===== src/rtl/prod_accum_pkg.sv =====
// Shared definitions for the product accumulator: FSM state encoding and
// default widths for the accumulator and the run-length counter.
package prod_accum_pkg;

  typedef enum logic [1:0] {
    IDLE  = 2'b00,
    ACCUM = 2'b01,
    DONE  = 2'b10
  } state_e;

  localparam int ACC_W_DEF = 6;
  localparam int CNT_W_DEF = 4;

endpackage


===== src/rtl/prod_accum_ctrl.sv =====
// Run controller for prod_accum: IDLE/ACCUM/DONE FSM plus the remaining-count
// register. Emits load (start accepted) and xfer (product consumed) strobes
// that drive the datapath in the top level.
module prod_accum_ctrl
  import prod_accum_pkg::*;
#(
  parameter int CNT_W = CNT_W_DEF
) (
  input  logic             clk,
  input  logic             rst,
  input  logic             start,
  input  logic [CNT_W-1:0] len,
  input  logic             in_valid,
  input  logic             out_ready,
  output logic             in_ready,
  output logic             out_valid,
  output logic             busy,
  output logic             load,
  output logic             xfer
);

  state_e           state_q, state_d;
  // One extra bit so that len=0 can represent a full 2^CNT_W run.
  logic [CNT_W:0]   rem_q, rem_d;

  // State and remaining-count registers; reset returns to IDLE immediately.
  always_ff @(posedge clk or posedge rst) begin
    if (rst) begin
      state_q <= IDLE;
      rem_q   <= '0;
    end else begin
      state_q <= state_d;
      rem_q   <= rem_d;
    end
  end

  // Next-state logic and Moore-style handshake outputs.
  always_comb begin
    state_d   = state_q;
    rem_d     = rem_q;
    in_ready  = 1'b0;
    out_valid = 1'b0;
    busy      = 1'b0;
    load      = 1'b0;
    xfer      = 1'b0;
    case (state_q)
      IDLE: begin
        if (start) begin
          load    = 1'b1;
          rem_d   = (len == '0) ? {1'b1, {CNT_W{1'b0}}} : {1'b0, len};
          state_d = ACCUM;
        end
      end
      ACCUM: begin
        busy     = 1'b1;
        in_ready = 1'b1;
        if (in_valid) begin
          xfer  = 1'b1;
          rem_d = rem_q - (CNT_W+1)'(1);
          if (rem_q == (CNT_W+1)'(1)) begin
            state_d = DONE;
          end
        end
      end
      DONE: begin
        busy      = 1'b1;
        out_valid = 1'b1;
        // start is deliberately not looked at here; a new run begins in IDLE.
        if (out_ready) begin
          state_d = IDLE;
        end
      end
      default: begin
        state_d = IDLE;
      end
    endcase
  end

endmodule


===== src/rtl/prod_accum.sv =====
// Product accumulator: sums a run of 4-bit products into an ACC_W-bit
// accumulator with a sticky overflow flag.
// Build option: define PROD_ACCUM_SAT_EN to saturate acc to all-ones on
// overflow; otherwise acc wraps modulo 2^ACC_W. ovf behaves the same either way.
module prod_accum
  import prod_accum_pkg::*;
#(
  parameter int ACC_W = ACC_W_DEF,
  parameter int CNT_W = CNT_W_DEF
) (
  input  logic             clk,
  input  logic             rst,
  input  logic             start,
  input  logic [CNT_W-1:0] len,
  input  logic [3:0]       prod,
  input  logic             in_valid,
  output logic             in_ready,
  output logic [ACC_W-1:0] acc,
  output logic             out_valid,
  input  logic             out_ready,
  output logic             ovf,
  output logic             busy
);

  logic             load;
  logic             xfer;
  logic [ACC_W-1:0] acc_q, acc_d;
  logic             ovf_q, ovf_d;
  logic [ACC_W:0]   sum_w;

  prod_accum_ctrl #(
    .CNT_W (CNT_W)
  ) u_ctrl (
    .clk       (clk),
    .rst       (rst),
    .start     (start),
    .len       (len),
    .in_valid  (in_valid),
    .out_ready (out_ready),
    .in_ready  (in_ready),
    .out_valid (out_valid),
    .busy      (busy),
    .load      (load),
    .xfer      (xfer)
  );

  // One bit wider than acc so the carry out of the top bit is visible.
  assign sum_w = {1'b0, acc_q} + {{(ACC_W-3){1'b0}}, prod};

  // Accumulator next value: clear on run start, add on each transfer.
  always_comb begin
    acc_d = acc_q;
    ovf_d = ovf_q;
    if (load) begin
      acc_d = '0;
      ovf_d = 1'b0;
    end else if (xfer) begin
      ovf_d = ovf_q | sum_w[ACC_W];
`ifdef PROD_ACCUM_SAT_EN
      // Once overflowed, pin at all-ones for the remainder of the run.
      acc_d = (ovf_q || sum_w[ACC_W]) ? '1 : sum_w[ACC_W-1:0];
`else
      acc_d = sum_w[ACC_W-1:0];
`endif
    end
  end

  // Accumulator and overflow registers; results persist in IDLE until next start.
  always_ff @(posedge clk or posedge rst) begin
    if (rst) begin
      acc_q <= '0;
      ovf_q <= 1'b0;
    end else begin
      acc_q <= acc_d;
      ovf_q <= ovf_d;
    end
  end

  assign acc = acc_q;
  assign ovf = ovf_q;

endmodule

===== config.mk =====
export PLATFORM = sky130hd
export DESIGN_NAME = prod_accum
export DESIGN_NICKNAME = d
export VERILOG_FILES = /design/src/rtl/prod_accum_pkg.sv /design/src/rtl/prod_accum_ctrl.sv /design/src/rtl/prod_accum.sv
export SDC_FILE = /design/constraint.sdc
export NUM_CORES = 1
export LEC_CHECK = 0
export BUFFER_PORTS_ARGS = -buffer_cell sky130_fd_sc_hd__buf_2
export CAP_MARGIN = 20
export CORE_AREA = 2 2 49 51
export DETAILED_ROUTE_END_ITERATION = 10
export DIE_AREA = 0 0 51 53
export HOLD_SLACK_MARGIN = 0.05
export PLACE_DENSITY = 0.69
export SYNTH_ARGS = -nofsm -noshare
export SYNTH_HDL_FRONTEND = slang
export SYNTH_SLANG_ARGS = --single-unit

===== constraint.sdc =====
create_clock -name clk -period 1.4 [get_ports clk]
set_input_delay 0.14 -clock clk [delete_from_list [all_inputs] [get_ports clk]]
set_output_delay 0.14 -clock clk [all_outputs]
set_load 0.1 [all_outputs]

Yosys cells after proc, flatten, opt, wreduce, memory -nomap -nowiden
Cells that the tools add are included.
- register bits after elaboration: 14
- output and inout port bits: 10
- word-level logic and storage cells: 41
- input bits: 13
- eq/ne operators: 7
- bitwise operators: 1
- add/subtract/negate cells: 2
- muxes and demuxes: 20
- reduce and logical (&&, ||, !) cells: 7
- operators with widths (cell ; number):
    $mux 5 ; 3
    $mux 6 ; 2
    $pmux 5 s2 ; 1
    $mux 1 ; 9
    $mux 2 ; 4
    $add 6x4->7 ; 1
    $ne 2x2->1 const B ; 3
    $pmux 2 s3 ; 1
    $eq 5x1->1 const B ; 1
    $sub 5x1->5 const B ; 1
    $logic_not 4->1 ; 1
    $reduce_and 4->1 ; 1
    $reduce_bool 2->1 ; 2
    $reduce_and 3->1 ; 1
    $eq 2x1->1 const B ; 1
    $eq 2x2->1 const B ; 1
    $logic_not 2->1 ; 1
    $ne 2x1->1 const B ; 1
    $reduce_or 2->1 ; 1
    $or 1x1->1 ; 1

Logic depth before layout (Yosys ltp)
Gate-level depths: netlist of run 1.
- word-level depth: 4
- mapped depth: 7
- mapped depth without buffers: 7

Modules after synthesis
A second synthesis of run 1 with hierarchy kept.
- cell total of the unflattened synthesis: 106
- area, all modules: 1004.7 sq um
- modules (own cells, without submodules) (module ; times used ; cells each ; seq. area each (sq um) ; area an instance (sq um)):
    prod_accum_ctrl ; 1 ; 58 ; 175.2 ; 541.8
    prod_accum ; 1 ; 48 ; 175.2 ; 462.9

Least setup slack after synthesis of run 1
OpenSTA, ideal clock, no wires.
- kind: reg2reg
- start: register u_ctrl.state_q[1]
- end: register u_ctrl.state_q[0]
- slack: -0.893 ns
- arrival time: 2.168 ns
- stages on the path, launching flop included: 7
- setup time: 0.125 ns
- cells stage by stage: dfrtp_1 inv_1 ha_1 buf_2 o41ai_2 nand4_1 mux2_2
- longest elaborated chain between the ends: 3
- elaborated cells on any way between the ends: 9
- ends and longest elaborated chain (item ; line ; source):
    start, declared ; prod_accum_ctrl.sv:22 ; state_e state_q, state_d;
    start signal, assigned ; prod_accum_ctrl.sv:32 ; state_q <= state_d;
    $eq 2x1->1, or another cell as far along ; prod_accum_ctrl.sv:46 ; case (state_q)
    $ne 2x1->1 (no source line) or $ne 2x2->1 (tied branches) ; -- ;
    $reduce_and 4->1 (no source line) ; -- ;
Several ways; a longest one is shown, not always the timed one.
A chain may end at the register's enable or synchronous reset.

Worst setup path in the final report of run 1
- start: register acc_q[0], in the netlist acc[0]
- end: register acc_q[4], in the netlist acc[4]
- longest elaborated chain between the ends: 3
- ends and longest elaborated chain (item ; line ; source):
    start, declared ; prod_accum.sv:27 ; logic [ACC_W-1:0] acc_q, acc_d;
    start signal, assigned ; prod_accum.sv:71 ; acc_q <= '0;
    start signal, assigned ; prod_accum.sv:74 ; acc_q <= acc_d;
    $add 6x4->7 ; prod_accum.sv:48 ; assign sum_w = {1'b0, acc_q} + {{(ACC_W-3){1'b0}}, prod};
    $mux 6 ; prod_accum.sv:57 ; end else if (xfer) begin
    $mux 6 ; prod_accum.sv:54 ; if (load) begin
Every way passes these cells. The select of a mux whose other input is x is not followed.

==> flow_summary_export.csv, run 1 <==
group,metric,value,unit
placed_design,place_congestion,0.901,
timing,relSlewSlack,62.7,%
hold_path,hold_path.class,"in -> reg",
synthesis,synth_nets,131,
clock_tree,clkSinkCount,14,
placed_design,dp_cells,176,
run_status,outcome,"complete, but fails checks",
timing,fmax,648,MHz
cells_and_area,insertedDiodeCount,0,
routing,wl,3070,um
synthesis,synth-edff-count,0,
clock_tree,cts-root-buf,"clkbuf_4",
global_route,antenna_found_initial,0,
cells_and_area,area_growth,70.4,%
synthesis,synth-seq-cells,14,
routing,antenna_left,0,
global_route,grt_util_all_layers,25.5,%
cells_and_area,nets,184,
global_route,grt_pass1_wl,4980,um
timing,slew_violations,0,
clock_tree,cts.clk_slew.worst_paths,0.10,ns
setup_path,cp-end-kind,"flip-flop",
power_and_ir_drop,leakage,0.759,nW
job,max_cap_violations,0,
clock_tree,h-tree-depth,1,
synthesis,yosysWarnings,0,
timing,hold_violations,0,
routing,num_vias,1047,
setup_path,cp.arrival,1.72,ns
die,die-area,2700,sq um
timing,rsz0062_at_grt,"true",
synthesis,synthArstFlopShare,100,%
global_route,grt_start_max_net_pins,15,
die,core-area,2150,sq um
synthesis,synth_area,981,sq um
timing,period_minus_slack,1.54,ns
routing,drcViolationCount,0,
synthesis,postSynthCellCount,106,
placed_design,placed_cell_area,1440,sq um
timing,setup_ws,-0.143,ns
placed_design,portBuffers,22,
power_and_ir_drop,p_per_area,2750,nW/um^2
timing,fin_crit_sh,110,%
synthesis,synth.distinct_cells,33,
placed_design,hpwlAfterDp,1960,um
routing,avgRoutedWirePerCell,16.5,um
die,dieWidth,51,um
die,initial_core_util,45.7,%
synthesis,synth_area_per_cell,9.25,sq um
setup_path,crit_chain,"ha_4 > inv_2 > fa_2 > nor2b_4 > o31ai_2 > xor2_1 > nor2_1",
cells_and_area,final_common_cell,"buf_4",
global_route,grt_pass1_vias,1105,
clock_tree,cts_made_buffers,3,
setup_path,worst_ep_required_time,1.58,ns
cells_and_area,drive_above_1_share,58.9,%
clock_tree,clockBufferDepth,2,
cells_and_area,final_cell_mix,"buf_4, buf_2, dfrtp_1, inv_1, ha_4",
clock_tree,clk_latency,0.28,ns
cells_and_area,instances_no_fill,186,
die,rows,17,
clock_tree,cts_tree,"built",
routing,first_pass_iters,4,
die,io-pin-count,23,
timing,tightest_slew,0.559,ns
setup_path,worst_setup_path_start_kind,"flip-flop",
run_status,violations,"setup timing",
routing,first_iter_violations,30,
routing,viasPerCell,5.63,
setup_path,crit_path_top_delay_cell,"dfrtp_4",
setup_path,cp_slowest_stage_delay,0.50,ns
synthesis,synth-seq-area-share,35.7,%
cells_and_area,stdcell_area,1670,sq um
timing,skew,0.000809,ns
synthesis,synth-main-ff-cell,"dfrtp_1",
power_and_ir_drop,vdd_ir_drop_max,2660,uV
die,die_h,53,um
setup_path,worstPathMaxFanout,3,
setup_path,critPathKind,"reg -> reg",
placed_design,dp_slack,-0.161,ns
global_route,grt-ovfl-total,0,
timing,finalSetupViolCount,14,
path summary, 6_finish.rpt:
path	startpoint	end	slack, ns	cells after the start
max	acc[0]$_DFFE_PP0P_	acc[4]$_DFFE_PP0P_	-0.14	7
max reg2reg	acc[0]$_DFFE_PP0P_	acc[4]$_DFFE_PP0P_	-0.14	7
min	in_valid	acc[1]$_DFFE_PP0P_	0.16	2
max in group asynchronous	rst	acc[2]$_DFFE_PP0P_	0.54	3
min reg2reg	ovf$_DFFE_PP0P_	ovf$_DFFE_PP0P_	0.49	1
min in group asynchronous	rst	u_ctrl.rem_q[3]$_DFFE_PP0P_	0.44	3
worst max-delay path: cells and delay by family, from the launching register on:
family	cells	cell delay, ns
DFF	1	0.50
adders and majority gates	2	0.39
AOI/OAI and AO/OA	1	0.22
xor gates and xnor gates	1	0.17
and+or+nand+nor	2	0.11
buffers and inverters	1	0.05
report_power, final:
group / total, mW / switching, mW / internal (mW)
registers: 0.782 / 0.183 / 0.599
logic: 3.52 / 1.97 / 1.54
clock network: 0.306 / 0.148 / 0.158
synth_stat cells (2+ instances only):
cell type,count,area [sq um]
dfrtp_1,14,350
inv_1,12,45.0
ha_1,11,138
nand2_1,7,26.3
nor2_1,7,26.3
a21oi_1,6,30.0
nand3_1,5,25.0
o21ai_0,5,25.0
nand2b_1,3,18.8
nor2b_1,3,18.8
nor3_1,3,15.0
a311oi_1,2,17.5
buf_2,2,10.0
mux2_2,2,22.5
mux2i_1,2,20.0
nand4_1,2,12.5
o211a_1,2,20.0
o211ai_1,2,15.0
o22a_1,2,17.5
cell type report:
cell class	count	area [sq um]
Multi-Input combinational cell	78	779
Fill cell	139	477
Timing Repair Buffer	50	410
Sequential cell	14	365
Inverter	12	45.0
Clock buffer	4	36.3
Tap cell	28	35.0
routing by layer:
| layer | global-route usage [%] | wire, um | up-vias |
|---|---|---|---|
| li1 | - | - | 483 |
| met1 | 28.3 | 1270 | 507 |
| met2 | 46.3 | 1570 | 42 |
| met3 | 3.67 | 118 | 15 |
| met4 | 14.9 | 117 | 0 |
| met5 | 0 | 0 | - |
repair_timing:
| action | CTS | global route |
|---|---|---|
| endpoints found under the setup margin | 16 | 18 |
| cloned | 0 | 0 |
| pin swaps | 15 | 8 |
| buffers inserted | 3 | 2 |
| resized for setup | 23 | 12 |
| endpoints found under the hold margin | 14 | 0 |
| hold buffers | 1 | 0 |
metrics by stage:
step / total power, mW / hold WS [ns] / setup TNS [ns] / utilization (%)
6_report: 4.60 / 0.161 / -1.14 / 77.8
5_1_grt: 4.83 / 0.167 / -1.85 / 77.8
4_1_cts: 4.34 / 0.152 / -0.984 / 75.4
3_5_place_dp: 3.70 / 0.218 / -1.04 / 67.2
3_3_place_gp: 3.63 / 0.213 / -0.750 / 67.2
2_1_floorplan: 2.77 / 0.0291 / -2.56 / -
logic make-up (layout without fill, tap and decap cells):
family	after synthesis	count (layout)	share of synthesized area (%)
compound gates	26	26	19.3
xor+xnor	1	1	0.893
fa+ha+maj	12	12	16.1
buf+inv	14	66	5.61
flops	14	14	35.7
mux	4	4	4.34
simple gates	35	35	18.1
flip-flops by register name, summed over array words and instances, names as in the netlist:
name            cells
u_ctrl.rem_q        5
u_ctrl.state_q      2
acc                 6
ovf                 1
Note: power is estimated with default switching activity, not from simulation.
==> run 2, diff against run 1 <==
--- a/config.mk
+++ b/config.mk
@@ -7,11 +7,11 @@
 export LEC_CHECK = 0
 export BUFFER_PORTS_ARGS = -buffer_cell sky130_fd_sc_hd__buf_2
 export CAP_MARGIN = 20
-export CORE_AREA = 2 2 49 51
+export CORE_AREA = 2 2 41 61
 export DETAILED_ROUTE_END_ITERATION = 10
-export DIE_AREA = 0 0 51 53
+export DIE_AREA = 0 0 43 63
 export HOLD_SLACK_MARGIN = 0.05
-export PLACE_DENSITY = 0.69
+export PLACE_DENSITY = 0.68
 export SYNTH_ARGS = -nofsm -noshare
 export SYNTH_HDL_FRONTEND = slang
 export SYNTH_SLANG_ARGS = --single-unit
==> constraint.sdc (replaced) <==
create_clock -name clk -period 1.4 [get_ports clk]
set_input_delay 0.14 -clock clk [delete_from_list [all_inputs] [get_ports clk]]
set_output_delay 0.14 -clock clk [all_outputs]
set_load 0.01 [all_outputs]
==> flow_summary_export.csv, run 2 (synthesis gave the netlist of run 1 again) <==
group,metric,value,unit
run_status,outcome,"complete, but fails checks",
run_status,violations,"setup timing",
routing,viasPerCell,5.59,
cells_and_area,area_growth,58.0,%
routing,first_pass_iters,4,
clock_tree,cts-root-buf,"clkbuf_4",
setup_path,cp-end-kind,"flip-flop",
timing,fin_crit_sh,111,%
power_and_ir_drop,comb_power_share,70.7,%
cells_and_area,drive_above_1_share,53.3,%
hold_path,hold_path.class,"in -> reg",
routing,avgRoutedWirePerCell,15.7,um
timing,hold_violations,0,
global_route,grt_pass1_wl,3960,um
cells_and_area,final_cell_mix,"buf_2, buf_4, dfrtp_1, inv_1",
cells_and_area,multi_input_area,773,sq um
power_and_ir_drop,switchingPower,1.38,mW
placed_design,place_congestion,0.814,
cells_and_area,insertedDiodeCount,0,
clock_tree,h-tree-depth,1,
global_route,antenna_found_initial,0,
power_and_ir_drop,intPower,1.96,mW
cells_and_area,stdcell_area,1550,sq um
power_and_ir_drop,pwr-share-clk,6.6,%
timing,skew,0.00407,ns
timing,fmax,643,MHz
routing,drcViolationCount,0,
setup_path,worstPathMaxFanout,2,
timing,period_minus_slack,1.55,ns
cells_and_area,final_core_util,70.2,%
power_and_ir_drop,pwr-share-seq,22.7,%
clock_tree,cts_tree,"built",
clock_tree,cts.clk_slew.worst_paths,0.08,ns
setup_path,crit-reg2reg-launch,"u_ctrl.rem_q[1]$_DFFE_PP0P_",
timing,tightest_slew,0.578,ns
setup_path,cp.arrival,1.71,ns
global_route,grt-ovfl-total,0,
global_route,grt_util_all_layers,19.1,%
routing,wl,2740,um
setup_path,worst_ep_required_time,1.56,ns
hold_path,min-delay-start,"in_valid",
power_and_ir_drop,p_per_area,2150,nW/um^2
die,io-pin-count,23,
cells_and_area,largest_register_ffs,6,
timing,relSlewSlack,61.4,%
cells_and_area,nets,179,
timing,finalSetupViolCount,10,
placed_design,hpwlAfterDp,1950,um
timing,rsz0062_at_grt,"true",
routing,num_vias,979,
power_and_ir_drop,switching_share,41.3,%
routing,antenna_left,0,
timing,slew_violations,0,
clock_tree,clockBufferDepth,2,
setup_path,critPathLaunch,"u_ctrl.rem_q[1]$_DFFE_PP0P_",
timing,holdWs,0.190,ns
placed_design,portBuffers,22,
clock_tree,clk_latency,0.27,ns
die,dieWidth,43,um
cells_and_area,n_fill_cell,174,
die,rows,21,
placed_design,dp_slack,-0.154,ns
placed_design,placed_cell_area,1290,sq um
power_and_ir_drop,vdd_ir_drop_max,1090,uV
cells_and_area,final_common_cell,"buf_2",
die,core-area,2210,sq um
setup_path,worst_setup_path_start_kind,"flip-flop",
global_route,grt_pass1_vias,901,
clock_tree,clkSinkCount,14,
routing,first_iter_violations,26,
clock_tree,cts_made_buffers,3,
die,die_h,63,um
timing,setup_ws,-0.154,ns
setup_path,critPathKind,"reg -> reg",
cells_and_area,regArea,352,sq um
global_route,grt_start_max_net_pins,15,
power_and_ir_drop,leakage,0.725,nW
die,initial_core_util,44.4,%
job,max_cap_violations,0,
die,die-area,2710,sq um
==> run 2: power by group through the flow <==
stage	registers, mW	logic, mW	clock network (mW)
floorplan	0.741	1.02	0
global placement	0.710	1.75	0
detailed placement	0.725	1.80	0
CTS	0.714	1.92	0.227
global route	0.770	2.55	0.254
finish	0.756	2.36	0.221
==> run 2: repair_timing <==
action | 4_1_cts | 5_1_grt
hold endpoints to repair | 14 | 0
gates resized for setup | 7 | 31
setup endpoints to repair | 14 | 13
pin swaps | 12 | 10
buffers inserted | 2 | 3
gates cloned | 0 | 0
hold buffers | 1 | 0
==> run 2: layer usage <==
| metal | track usage (%) | share of wire, % | vias up |
|---|---|---|---|
| met2 | 36.6 | 61 | 16 |
| li1 | - | - | 469 |
| met5 | 0 | 0 | - |
| met3 | 1.73 | 2.3 | 6 |
| met1 | 20.9 | 35 | 488 |
| met4 | 6.82 | 1.5 | 0 |
==> run 2: worst max-delay path: stages, from the launching register on <==
cell     delay, ns
dfrtp_1       0.40
inv_2         0.08
ha_4          0.12
inv_2         0.03
o41ai_2       0.23
nand4_1       0.23
mux2_4        0.35
==> run 2: metrics by stage <==
step | setup TNS [ns] | total power, mW | cells
after global placement | -0.880 | 2.46 | 166
after floorplan | -0.260 | 1.76 | 106
after detailed placement | -1.29 | 2.52 | 166
final | -0.782 | 3.34 | 175
after global routing | -1.49 | 3.57 | 175
after CTS | -0.721 | 2.86 | 172
==> run 2: area by class of cell <==
cell class                 instances  area share (%)
clock buffer                       3            1.45
inverter                          12            2.91
timing repair buffer              45            21.2
tap                               23            1.86
sequential                        14            22.7
multi-input combinational         78            49.9
==> run 2: worst paths after layout <==
kind	to	slack, ns	cells after the start
min	acc[1]$_DFFE_PP0P_	0.19	2
max in group asynchronous	u_ctrl.state_q[0]$_DFFE_PP0P_	0.52	3
min in group asynchronous	u_ctrl.rem_q[1]$_DFFE_PP0P_	0.46	3
max reg2reg	u_ctrl.state_q[1]$_DFFE_PP0P_	-0.15	6
max	u_ctrl.state_q[1]$_DFFE_PP0P_	-0.15	6
min reg2reg	ovf$_DFFE_PP0P_	0.48	1
